## src/rtl/alu_ctrl_issue.sv

```systemverilog
// alu_ctrl_issue: decodes ALUOp/funct7/funct3 to a registered ALU code and paces multiplies; ports clk_i rst_i flush_i valid_i ALUOp_i funct7_i funct3_i -> ALUCtrl_o valid_o stall_o illegal_o
module alu_ctrl_issue #(
  parameter int MUL_CYCLES = 3
) (
  input  logic       clk_i,
  input  logic       rst_i,
  input  logic       flush_i,
  input  logic       valid_i,
  input  logic [1:0] ALUOp_i,
  input  logic [6:0] funct7_i,
  input  logic [2:0] funct3_i,
  output logic [3:0] ALUCtrl_o,
  output logic       valid_o,
  output logic       stall_o,
  output logic       illegal_o
);
  localparam logic [3:0] C_ADD = 4'b0010, C_SUB = 4'b0110, C_AND = 4'b0000, C_OR = 4'b0001, C_MUL = 4'b1111;
  typedef enum logic {RUN, HOLD} state_t;
  state_t state_q, state_d;
  logic [3:0] cnt_q, cnt_d, ctrl_q, ctrl_d;
  logic valid_q, valid_d, stall_q, stall_d, illegal_q, illegal_d;
  logic f3_zero, logic_ok, f7_zero, f7_sub, f7_mul, is_mul, ill, accept;
  logic [3:0] lgc_code, code;
  always_comb begin
    f3_zero  = funct3_i == 3'b000;
    logic_ok = f3_zero | funct3_i == 3'b111 | funct3_i == 3'b110;
    f7_zero  = funct7_i == 7'b0000000;
    f7_sub   = funct7_i == 7'b0100000;
    f7_mul   = funct7_i == 7'b0000001;
    lgc_code = funct3_i == 3'b111 ? C_AND : funct3_i == 3'b110 ? C_OR : C_ADD;
    is_mul   = ALUOp_i == 2'b10 & f7_mul & f3_zero;
    code     = ALUOp_i == 2'b00 ? C_ADD :
               ALUOp_i == 2'b01 ? C_SUB :
               ALUOp_i == 2'b11 ? lgc_code :
               f7_sub & f3_zero ? C_SUB :
               is_mul           ? C_MUL :
               f7_zero          ? lgc_code : C_ADD;
    ill      = (ALUOp_i == 2'b11 & ~logic_ok) |
               (ALUOp_i == 2'b10 & ~((f7_zero & logic_ok) | ((f7_sub | f7_mul) & f3_zero)));
    accept   = valid_i & ~stall_q & ~flush_i;
  end
  always_comb begin
    state_d   = state_q;
    cnt_d     = cnt_q;
    ctrl_d    = ctrl_q;
    valid_d   = 1'b0;
    stall_d   = 1'b0;
    illegal_d = 1'b0;
    if (flush_i) begin
      state_d = RUN;
      cnt_d   = 4'd0;
    end else if (state_q == HOLD) begin
      cnt_d   = cnt_q - 4'd1;
      stall_d = cnt_q > 4'd1;
      valid_d = cnt_q <= 4'd1;
      state_d = cnt_q > 4'd1 ? HOLD : RUN;
    end else if (accept) begin
      ctrl_d = code;
      if (is_mul && MUL_CYCLES > 1) begin
        state_d = HOLD;
        cnt_d   = 4'(MUL_CYCLES - 1);
        stall_d = 1'b1;
      end else begin
        valid_d   = 1'b1;
        illegal_d = ill;
      end
    end
  end
  always_ff @(posedge clk_i) begin
    if (rst_i) begin
      state_q   <= RUN;
      cnt_q     <= 4'd0;
      ctrl_q    <= C_ADD;
      valid_q   <= 1'b0;
      stall_q   <= 1'b0;
      illegal_q <= 1'b0;
    end else begin
      state_q   <= state_d;
      cnt_q     <= cnt_d;
      ctrl_q    <= ctrl_d;
      valid_q   <= valid_d;
      stall_q   <= stall_d;
      illegal_q <= illegal_d;
    end
  end
  assign ALUCtrl_o = ctrl_q;
  assign valid_o   = valid_q;
  assign stall_o   = stall_q;
  assign illegal_o = illegal_q;
endmodule

```

## config.mk

```make
export PLATFORM = sky130hd
export DESIGN_NAME = alu_ctrl_issue
export DESIGN_NICKNAME = d
export VERILOG_FILES = /design/src/rtl/alu_ctrl_issue.sv
export SDC_FILE = /design/constraint.sdc
export NUM_CORES = 1
export LEC_CHECK = 0
export ABC_CLOCK_PERIOD_IN_PS = 1400
export BUFFER_PORTS_ARGS = -buffer_cell sky130_fd_sc_hd__buf_2
export CAP_MARGIN = 10
export CORE_MARGIN = 2
export CORE_UTILIZATION = 35
export DETAILED_ROUTE_END_ITERATION = 7
export GPL_ROUTABILITY_DRIVEN = 1
export PLACE_DENSITY = 0.59
export REMOVE_ABC_BUFFERS = 1
export SKIP_LAST_GASP = 1
export SLEW_MARGIN = 20
export SYNTH_ARGS = -nofsm -noshare
export SYNTH_HDL_FRONTEND = slang
export SYNTH_SLANG_ARGS = --single-unit
```

## constraint.sdc

```tcl
create_clock -name clk_i -period 1.4 [get_ports clk_i]
set_input_delay 0.14 -clock clk_i [delete_from_list [all_inputs] [get_ports clk_i]]
set_output_delay 0.14 -clock clk_i [all_outputs]
set_load 0.05 [all_outputs]
```

==> flow_results.xml <==
<?xml version="1.0" encoding="UTF-8"?>
<metrics>
  <group name="setup_path">
    <metric name="worstPathCellList" unit="">inv_1 -&gt; ha_1 -&gt; and2_1 -&gt; a311o_1 -&gt; a21oi_1</metric>
    <metric name="end_kind" unit="">register</metric>
    <metric name="cp_data_required_time" unit="ps">1610</metric>
    <metric name="critical-path-max-stage-delay" unit="ps">350</metric>
    <metric name="timing.critical_path.arrival" unit="ps">1490</metric>
    <metric name="maximum_fanout_along_the_worst_path" unit="">3</metric>
    <metric name="crit_path_start_kind" unit="">register</metric>
    <metric name="worst_path_max_delay_cell" unit="">sky130_fd_sc_hd__dfxtp_1</metric>
    <metric name="critPathKind" unit="">reg2reg</metric>
  </group>
  <group name="global_routing">
    <metric name="antenna_found_initial" unit="">0</metric>
    <metric name="global_route_wire_length_before_repair" unit="mm">2.50</metric>
    <metric name="grt_use_total" unit="">0.159</metric>
    <metric name="grt_pass1_vias" unit="">593</metric>
    <metric name="grt_start_max_net_pins" unit="">11</metric>
    <metric name="globalRouteOverflowTotal" unit="">0</metric>
  </group>
  <group name="timing">
    <metric name="finalHoldWorstSlack" unit="ps">133</metric>
    <metric name="finalClockSkew" unit="ps">4.25</metric>
    <metric name="hold_viol" unit="">0</metric>
    <metric name="max_clock_freq" unit="MHz">781</metric>
    <metric name="finalMaxSlewViolations" unit="">0</metric>
    <metric name="rsz0062_at_grt" unit="">false</metric>
    <metric name="fin_ws" unit="ps">120</metric>
    <metric name="post-route-period-util" unit="">0.915</metric>
    <metric name="layout_min_cycle_time" unit="ps">1280</metric>
    <metric name="slew_headroom" unit="">0.833</metric>
    <metric name="worstMarginPinSlew" unit="ps">246</metric>
    <metric name="setup_violations" unit="">0</metric>
  </group>
  <group name="floorplan">
    <metric name="die_span_in_y" unit="um">47.3</metric>
    <metric name="die_area" unit="um2">2240</metric>
    <metric name="placement_rows" unit="">15</metric>
    <metric name="chipWidth" unit="um">47.3</metric>
    <metric name="floorplan.core_area" unit="um2">1750</metric>
    <metric name="start_util" unit="">0.376</metric>
    <metric name="io_pins" unit="">23</metric>
  </group>
  <group name="power_and_ir_drop">
    <metric name="power.internal" unit="mW">0.472</metric>
    <metric name="clock_power_share" unit="">0.340</metric>
    <metric name="power.share.combinational" unit="">0.167</metric>
    <metric name="p_leak" unit="nW">0.361</metric>
    <metric name="power.ir.vdd_worst" unit="mV">0.441</metric>
    <metric name="netSwitchingFraction" unit="">0.269</metric>
    <metric name="p_switching" unit="mW">0.174</metric>
    <metric name="power.density_cell_area" unit="nW/um2">758</metric>
    <metric name="share_seq_of_total_power" unit="">0.493</metric>
  </group>
  <group name="routing">
    <metric name="wl_per_cell" unit="um">11.2</metric>
    <metric name="via_count" unit="">634</metric>
    <metric name="drcViolationCount" unit="">0</metric>
    <metric name="number_of_detailed_routing_iterations_run_before_antenna_repair" unit="">4</metric>
    <metric name="postRouteAntennaNets" unit="">0</metric>
    <metric name="avgViaCountPerCell" unit="">4.95</metric>
    <metric name="final_wirelength" unit="mm">1.44</metric>
    <metric name="drtIter0Drc" unit="">7</metric>
  </group>
  <group name="clocking">
    <metric name="numCtsBuffers" unit="">3</metric>
    <metric name="clock_path_buffers" unit="">2</metric>
    <metric name="cts.root.buffer_cell" unit="">sky130_fd_sc_hd__clkbuf_4</metric>
    <metric name="cts_resized" unit="">0</metric>
    <metric name="cts_tree" unit="">done</metric>
    <metric name="cts_post_setup_buffers_inserted" unit="">0</metric>
    <metric name="clock_sink_total" unit="">11</metric>
    <metric name="cts.htree.levels" unit="">1</metric>
    <metric name="clkLatencyLatePin" unit="ps">270</metric>
    <metric name="clk_pin_slew_worst_paths" unit="ps">70</metric>
    <metric name="post_cts_hold_buffer_count" unit="">0</metric>
  </group>
  <group name="run_status">
    <metric name="status" unit="">finished, final reports clean</metric>
  </group>
  <group name="synthesis">
    <metric name="ys.warnings.count" unit="">0</metric>
    <metric name="syn-mean-instance-area" unit="um2">8.86</metric>
    <metric name="seq_area_frac_synth" unit="">0.336</metric>
    <metric name="synth.distinct_cells" unit="">36</metric>
    <metric name="ys_dominant_reg_cell" unit="">sky130_fd_sc_hd__dfxtp_1</metric>
    <metric name="mappedNetlistArea" unit="um2">656</metric>
    <metric name="synth-edff-count" unit="">0</metric>
    <metric name="synthesis.instances" unit="">74</metric>
    <metric name="ys_seq_elements" unit="">11</metric>
    <metric name="ys_async_sr_fraction" unit="">0</metric>
  </group>
  <group name="cells_and_area">
    <metric name="final_net_count" unit="">122</metric>
    <metric name="antenna_cells_inserted" unit="">0</metric>
    <metric name="fillerInstances" unit="">172</metric>
    <metric name="syn_to_final_growth" unit="%">30.0</metric>
    <metric name="finalNonFillerCells" unit="">128</metric>
    <metric name="finish.utilization" unit="">0.488</metric>
    <metric name="post_route_cells_drive_above_1_share" unit="">0.350</metric>
  </group>
  <group name="placed_design">
    <metric name="finalWeightedCongestion" unit="">0.753</metric>
    <metric name="dp.final_hpwl" unit="mm">1.13</metric>
    <metric name="post-place-ws" unit="ps">-0.232</metric>
    <metric name="port-buffer-count" unit="">22</metric>
    <metric name="place.detailed.instances" unit="">124</metric>
  </group>
  <group name="run">
    <metric name="max_cap_viol_count" unit="">0</metric>
  </group>
  <group name="hold_path">
    <metric name="worst_hold_path_class" unit="">in2reg</metric>
  </group>
</metrics>
-- cells in the mapped netlist, types with 2 or more instances --
library cell               instances  area, um2
sky130_fd_sc_hd__a21oi_1           7       35.0
sky130_fd_sc_hd__a311o_1           2       20.0
sky130_fd_sc_hd__dfxtp_1          11        220
sky130_fd_sc_hd__ha_1              2       25.0
sky130_fd_sc_hd__inv_1             3       11.3
sky130_fd_sc_hd__mux2i_1           2       20.0
sky130_fd_sc_hd__nand2_1           5       18.8
sky130_fd_sc_hd__nand2b_1          6       37.5
sky130_fd_sc_hd__nor2_1            4       15.0
sky130_fd_sc_hd__nor2b_1           2       12.5
sky130_fd_sc_hd__nor3_1            4       20.0
sky130_fd_sc_hd__o31a_1            2       17.5
-- routing by layer --
layer  wire length, um  vias to the layer above  GRT usage
li1                  -                      332          -
met1               719                      287      0.209
met2               631                       15      0.241
met3                85                        0     0.0692
met4                 0                        0     0.0333
met5                 0                        -          0
-- per-stage QoR --
step	area [um2]	setup TNS, ps	power, mW
3_5_place_dp	826	-0.232	0.434
6_report	852	0	0.645
2_1_floorplan	647	-4070	0.381
4_1_cts	852	0	0.660
5_1_grt	852	0	0.682
3_3_place_gp	826	0	0.433
-- final timing paths --
kind	startpoint	end	slack [ps]	depth (start not counted)
worst max-delay path	cnt_q[0]	cnt_q[2]	120	5
worst min register to register	ALUCtrl_o[3]	ALUCtrl_o[3]	480	2
worst max register to register	cnt_q[0]	cnt_q[2]	120	5
worst min-delay path	rst_i	ALUCtrl_o[2]	130	2
-- cells in the final DEF, fill, tap and decap left out, types with 2 or more instances in the layout --
cell type,Yosys,routed
sky130_fd_sc_hd__a311o_1,2,2
sky130_fd_sc_hd__a21oi_1,7,7
sky130_fd_sc_hd__inv_1,3,3
sky130_fd_sc_hd__clkbuf_4,0,3
sky130_fd_sc_hd__o31a_1,2,2
sky130_fd_sc_hd__nor2b_1,2,2
sky130_fd_sc_hd__buf_4,0,5
sky130_fd_sc_hd__nor3_1,4,4
sky130_fd_sc_hd__buf_2,1,22
sky130_fd_sc_hd__nor2_1,4,4
sky130_fd_sc_hd__nand2b_1,6,6
sky130_fd_sc_hd__nand2_1,5,5
sky130_fd_sc_hd__dfxtp_1,11,11
sky130_fd_sc_hd__ha_1,2,2
sky130_fd_sc_hd__mux2i_1,2,2
-- state kept, by name, indices dropped and copies added (netlist names) --
name and count:
state_q 1, illegal_o 1, cnt_q 4, valid_o 1, ALUCtrl_o 4
-- worst max-delay path: cells and delay by family (launching register included) --
family | cells | cell delay, ps
flops | 1 | 350
buf+inv | 1 | 70
simple gates | 1 | 170
fa+ha+maj | 1 | 200
compound gates | 2 | 430
-- power by group through the flow --
stage / sequential (mW) / combinational [mW] / clock (mW)
finish: 0.318 / 0.108 / 0.219
detailed placement: 0.325 / 0.108 / 0
global route: 0.319 / 0.119 / 0.244
CTS: 0.318 / 0.108 / 0.233
global placement: 0.325 / 0.107 / 0
floorplan: 0.340 / 0.0407 / 0
-- cells by family after synthesis --
family / after synthesis / synth area share
AND/OR/NAND/NOR: 34 / 0.336
XOR/XNOR: 2 / 0.0267
flip-flops: 11 / 0.336
buffers and inverters: 5 / 0.0305
multiplexers: 2 / 0.0305
AO/OA/AOI/OAI: 18 / 0.202
adder cells (fa/ha/maj): 2 / 0.0382
-- area by class of cell --
cell class	count	area (um2)	share of cell area
inverter	3	11.3	0.0132
timing repair buffer	27	148	0.173
tap	25	31.3	0.0367
sequential	11	220	0.258
multi-input combinational	58	415	0.488
clock buffer	4	26.3	0.0308
(Power assumes the default switching activity.)
